## src/rtl/mulacc_pkg.sv

```systemverilog
// Shared arithmetic constants: FSM encoding common to the multiplier and divider.
package mulacc_pkg;

  localparam int MULACC_WIDTH_LOG = 4;

  typedef enum logic [1:0] {
    ST_READY = 2'd0,
    ST_BUSY  = 2'd1,
    ST_ERROR = 2'd2
  } state_t;

endpackage

```

## src/rtl/mulacc_if.sv

```systemverilog
// go/ready/error handshake bundle for the multiply-accumulator.
interface mulacc_if
  import mulacc_pkg::*;
#(
  parameter int WIDTH = 1 << MULACC_WIDTH_LOG
);
  logic             go;
  logic [WIDTH-1:0] a;
  logic [WIDTH-1:0] b;
  logic [WIDTH-1:0] c;
  logic             ready;
  logic             error;
  logic [WIDTH-1:0] prod;

  modport master (output go, a, b, c, input  ready, error, prod);
  modport slave  (input  go, a, b, c, output ready, error, prod);
endinterface

```

## src/rtl/mulacc.sv

```systemverilog
// Sequential shift-add multiply-accumulate: prod = a*b + c, one multiplier bit per
// cycle, stopping as soon as the remaining multiplier bits are all zero.
module mulacc
  import mulacc_pkg::*;
#(
  parameter int WIDTH_LOG = MULACC_WIDTH_LOG
) (
  input logic     clk,
  input logic     rst,
  mulacc_if.slave bus
);
  localparam int WIDTH = 1 << WIDTH_LOG;

  state_t           st, st_n;
  logic [WIDTH-1:0] acc, acc_n;
  logic [WIDTH-1:0] mcand, mcand_n;
  logic [WIDTH-1:0] mplier, mplier_n;
  logic             ovf, ovf_n;
  logic             big, big_n;
  logic             ready_q, error_q;
  logic [WIDTH-1:0] addend;
  logic [WIDTH:0]   sum;

  always_ff @(posedge clk or negedge rst) begin
    if (!rst) begin
      st      <= ST_READY;
      acc     <= '0;
      mcand   <= '0;
      mplier  <= '0;
      ovf     <= 1'b0;
      big     <= 1'b0;
      ready_q <= 1'b1;
      error_q <= 1'b0;
    end else begin
      st      <= st_n;
      acc     <= acc_n;
      mcand   <= mcand_n;
      mplier  <= mplier_n;
      ovf     <= ovf_n;
      big     <= big_n;
      ready_q <= (st_n != ST_BUSY);
      error_q <= (st_n == ST_ERROR);
    end
  end

  assign addend = mplier[0] ? mcand : '0;
  assign sum    = {1'b0, acc} + {1'b0, addend};

  always_comb begin
    st_n     = st;
    acc_n    = acc;
    mcand_n  = mcand;
    mplier_n = mplier;
    ovf_n    = ovf;
    big_n    = big;
    case (st)
      ST_BUSY: begin
        // big only matters once it is actually added in, so a high multiplicand
        // bit later multiplied by zero never flags overflow.
        if (mplier[0]) begin
          acc_n = sum[WIDTH-1:0];
          ovf_n = ovf | sum[WIDTH] | big;
        end
        mcand_n  = mcand << 1;
        big_n    = big | mcand[WIDTH-1];
        mplier_n = mplier >> 1;
        if (mplier_n == '0) st_n = ovf_n ? ST_ERROR : ST_READY;
      end
      ST_READY, ST_ERROR: begin
        if (bus.go) begin
          acc_n    = bus.c;
          mcand_n  = bus.a;
          mplier_n = bus.b;
          ovf_n    = 1'b0;
          big_n    = 1'b0;
          st_n     = ST_BUSY;
        end
      end
      default: st_n = ST_READY;
    endcase
  end

  assign bus.ready = ready_q;
  assign bus.error = error_q;
  assign bus.prod  = acc;

`ifdef SIM
  localparam int FW = 2 * WIDTH + 1;
  logic [WIDTH-1:0] la, lb, lc;
  logic             ready_d;
  logic [FW-1:0]    full;

  assign full = FW'(la) * FW'(lb) + FW'(lc);

  always_ff @(posedge clk or negedge rst) begin
    if (!rst) begin
      la      <= '0;
      lb      <= '0;
      lc      <= '0;
      ready_d <= 1'b1;
    end else begin
      ready_d <= ready_q;
      if (st != ST_BUSY && bus.go) begin
        la <= bus.a;
        lb <= bus.b;
        lc <= bus.c;
      end
    end
  end

  always @(posedge clk) begin
    if (rst) begin
      if (st != ST_BUSY && bus.go)
        assert (!$isunknown({bus.a, bus.b, bus.c})) else $error("operand X at accept");
      assert (!$isunknown({ready_q, error_q, acc})) else $error("output X");
      if (ready_q && !ready_d) begin
        assert (acc == full[WIDTH-1:0]) else $error("prod wrong");
        assert (error_q == (full >= FW'(1) << WIDTH)) else $error("error flag wrong");
      end
    end
  end
`endif

endmodule
```

## src/flat_wrapper.sv

```systemverilog
// flat-port wrapper written by rule: the top's interface ports become plain ports
module mulacc_flat import mulacc_pkg::*;
#(
  parameter int WIDTH_LOG = MULACC_WIDTH_LOG
)
  (clk, rst, bus_go, bus_a, bus_b, bus_c, bus_ready, bus_error, bus_prod);
  mulacc_if bus_i ();
  input logic clk;
  input logic rst;
  input wire logic [$bits(bus_i.go)-1:0] bus_go;
  input wire logic [$bits(bus_i.a)-1:0] bus_a;
  input wire logic [$bits(bus_i.b)-1:0] bus_b;
  input wire logic [$bits(bus_i.c)-1:0] bus_c;
  output wire logic [$bits(bus_i.ready)-1:0] bus_ready;
  output wire logic [$bits(bus_i.error)-1:0] bus_error;
  output wire logic [$bits(bus_i.prod)-1:0] bus_prod;
  assign bus_i.go = bus_go;
  assign bus_i.a = bus_a;
  assign bus_i.b = bus_b;
  assign bus_i.c = bus_c;
  assign bus_ready = bus_i.ready;
  assign bus_error = bus_i.error;
  assign bus_prod = bus_i.prod;
  mulacc #(.WIDTH_LOG(WIDTH_LOG)) u_core (.clk(clk), .rst(rst), .bus(bus_i));
endmodule
```

## config.mk

```make
export PLATFORM = sky130hd
export DESIGN_NAME = mulacc_flat
export DESIGN_NICKNAME = d
export VERILOG_FILES = /design/src/rtl/mulacc_pkg.sv /design/src/rtl/mulacc_if.sv /design/src/rtl/mulacc.sv /design/src/flat_wrapper.sv
export SDC_FILE = /design/constraint.sdc
export NUM_CORES = 1
export LEC_CHECK = 0
export BUFFER_PORTS_ARGS = -buffer_cell sky130_fd_sc_hd__buf_2
export CORE_MARGIN = 8
export CORE_UTILIZATION = 35
export DETAILED_ROUTE_END_ITERATION = 7
export GPL_TIMING_DRIVEN = 1
export HOLD_SLACK_MARGIN = 0.03
export PLACE_DENSITY = 0.54
export SYNTH_ARGS = -nofsm -noshare
export SYNTH_HDL_FRONTEND = slang
export SYNTH_SLANG_ARGS = --single-unit
```

## constraint.sdc

```tcl
create_clock -name clk -period 3.5 [get_ports clk]
set_input_delay 0.7 -clock clk [delete_from_list [all_inputs] [get_ports clk]]
set_output_delay 0.7 -clock clk [all_outputs]
set_load 0.05 [all_outputs]
```

==> run_results.csv <==
group,metric,value,unit
yosys,synth_nets,431,
clocking,insertion_delay,320,ps
detailed_routing,antenna_left,0,
worst_setup_path,endpoint_kind,"register",
sta,max_freq,0.3706,GHz
min_path,holdCritPathClass,"input pin to asynchronous set/reset pin",
yosys,ys_top_cells_by_area,"dfrtp_1 39%, mux2i_1 12%, a21oi_1 8.0%",
yosys,syn_area,3378,µm²
worst_setup_path,cp-start-kind,"register",
clocking,cts_tree,"done",
worst_setup_path,critPathKind,"register to register",
cells_and_area,antenna_cells,0,
clocking,clk_pin_slew_worst_paths,120,ps
placed_design,place_hpwl,6.449,mm
yosys,ys_types,49,
worst_setup_path,required,3690,ps
grt,grtUsageMet2,21.96,%
clocking,cts_buffers,5,
power_and_ir_drop,p_per_area,951.6,nW/µm²
cells_and_area,area.growth.synth_to_final,15.56,%
power_and_ir_drop,p_int,1.884,mW
sta,fin_ws,801.5,ps
cells_and_area,nNetsFinal,491,
power_and_ir_drop,pwr-share-clk,10.5,%
sta,rsz0062_at_grt,"false",
yosys,avgSynthCellArea,9.306,µm²
power_and_ir_drop,p_leak,2.037,nW
die,die_w,114.2,µm
yosys,syn_inst,363,
run_status,status,"completed",
worst_setup_path,path_cells,"and2_1 > ha_1 > fa_1 > a211o_1 > a211oi_2 > nor3b_2 > a211o_1 > a21oi_2 > o31ai_1",
worst_setup_path,slowest_stage,"dfrtp_1",
clocking,clockBufferDepth,2,
cells_and_area,drive_above_1_share,21.70,%
detailed_routing,routed_via_density,5.047,
power_and_ir_drop,seqPwrFrac,29.5,%
clocking,cts_hold_buf,0,
die,start_util,35.38,%
worst_setup_path,critPathBufInv,0,
detailed_routing,drt_wl_total,8.576,mm
grt,grt_pass1_wl,14.37,mm
power_and_ir_drop,combPwrFrac,60.0,%
grt,gr-usage-met3,3.428,%
placed_design,io_buffer_count,68,
detailed_routing,drcViolationCount,0,
worst_setup_path,cpMostUsedCell,"a211o_1",
sta,slew_headroom,31.76,%
placed_design,gp_congestion,0.8347,
sta,hold-worst-slack,539.7,ps
clocking,cts.sinks,54,
yosys,synth_most_common_cell,"a21oi_1",
die,ios,69,
grt,use_met1,17.65,%
power_and_ir_drop,switchingPower,1.830,mW
detailed_routing,vias,2811,
yosys,yosysTopAreaCell,"dfrtp_1",
clocking,cts-root-buf,"clkbuf_8",
worst_setup_path,crit_family,"compound AO/OA/AOI/OAI gates",
grt,busiest_layer,"met2",
grt,grt_overflow,0,
clocking,ctsResizeCount,0,
flow_run,cap_violations,0,
detailed_routing,drt-initial-drc-count,90,
sta,fin_crit_sh,77.10,%
grt,grt_usage,13.56,%
sta,slew_violations,0,
die,core,9549,µm²
detailed_routing,wl_per_cell,15.40,µm
sta,finalClockSkew,10.18,ps
cells_and_area,utilization,40.88,%
yosys,async_flop_share,100.0,%
yosys,synth_top_area_share,39.26,%
detailed_routing,first_pass_iters,4,
grt,grt_pass1_vias,2854,
sta,worstMarginPinSlew,1024,ps
sta,hold_violations,0,
yosys,ys_ff_latch,54,
sta,final-setup-viol-count,0,
yosys,ys_seq_area_share,40.04,%
yosys,synthTopCellsByCount,"54 x a21oi_1, 53 x dfrtp_1, 42 x mux2i_1",
die,fp.dieH,114.2,µm
power_and_ir_drop,netSwitchingFraction,49.28,%
worst_setup_path,crit_fanout,19,
yosys,ys.flop_type,"dfrtp_1",
worst_setup_path,slowest_delay,560,ps
sta,min_period,2698,ps
grt,antenna_found_initial,0,
clocking,htreeDepth,2,
power_and_ir_drop,ir_drop,0.0002906,V
clocking,post_cts_buffers,0,
placed_design,post-place-ws,834.5,ps
grt,grt_max_degree,49,
sta,setup_tns,0,ps
worst_setup_path,critPathArrivalTime,2890,ps
yosys,synth-edff-count,0,
yosys,ys_warn_count,0,
die,rows,36,
die,die-area,13050,µm²
## metrics by stage
| step | cells | power [mW] | cell area [µm²] |
|---|---|---|---|
| CTS | 557 | 3.740 | 3904 |
| finish | 557 | 3.715 | 3904 |
| global placement | 549 | 3.303 | 3807 |
| detailed placement | 549 | 3.348 | 3807 |
| global route | 557 | 4.066 | 3904 |
| floorplan | 363 | 2.840 | 3378 |
## registers in the layout, summed over array words and instances, names as in the netlist
register and cells:
u_core.bus.prod 16, u_core.mcand 16, u_core.mplier 16, u_core.st 2, u_core.big 1, u_core.bus.error 1, u_core.bus.ready 1, u_core.ovf 1
## worst reg2reg max path, cell delays in order, from the launching register on
cell	delay, ps
dfrtp_1	560
and2_1	220
ha_1	200
fa_1	430
a211o_1	310
a211oi_2	210
nor3b_2	110
a211o_1	290
a21oi_2	150
o31ai_1	100
## power groups by stage
stage | Clock, mW | Combinational, mW | Sequential (mW)
after detailed placement | 0 | 2.24 | 1.11
after global placement | 0 | 2.20 | 1.10
after floorplan | 0 | 1.49 | 1.35
after CTS | 0.402 | 2.24 | 1.10
final | 0.390 | 2.23 | 1.10
after global routing | 0.428 | 2.50 | 1.14
## final timing paths
kind | start | to | slack, ps | cells after the start
min reg2reg | u_core.bus.prod[6] | u_core.bus.prod[6] | 540 | 2
max reg2reg | u_core.mplier[0] | u_core.bus.error | 800 | 9
max | u_core.mplier[0] | u_core.bus.error | 800 | 9
min | rst | u_core.bus.prod[5] | 540 | 1
max in group asynchronous | rst | u_core.bus.prod[14] | 2230 | 2
min in group clk | u_core.bus.prod[6] | u_core.bus.prod[6] | 540 | 2
## metal layers
| metal | routed length (µm) | vias to the layer above |
|---|---|---|
| met5 | 0 | - |
| met4 | 76 | 0 |
| met3 | 454 | 7 |
| met2 | 3926 | 62 |
| met1 | 4119 | 1312 |
| li1 | - | 1430 |
## final cells by class
type	count	area (µm²)
clock buffer	5	68.82
fill	1007	5645
multi-input combinational	282	1887
timing repair buffer	72	370.4
inverter	8	30.03
clock inverter	3	27.53
tap	133	166.4
sequential	54	1354
## kinds of logic (layout without fill, tap and decap cells)
kind of cell / after synthesis / count (layout) / synth area share, %
flip-flops: 54 / 54 / 40.04
multiplexers: 42 / 42 / 12.44
AND/OR/NAND/NOR: 120 / 120 / 17.67
AO/OA/AOI/OAI: 97 / 97 / 17.33
adder cells (fa/ha/maj): 17 / 17 / 6.518
XOR/XNOR: 6 / 6 / 1.556
buffers and inverters: 27 / 88 / 4.444
## cells in the final DEF, fill, tap and decap left out, types with 6 or more instances in the layout
cell type,n
o21ai_0,6
nand2_1,22
buf_2,68
and3_1,7
dfrtp_1,52
a21oi_1,54
mux2i_1,42
ha_1,16
o21ai_1,6
inv_1,8
nor3_1,7
nor2_1,40
and2_1,16
nand3_1,6
Note: power is estimated with default switching activity, not from simulation.
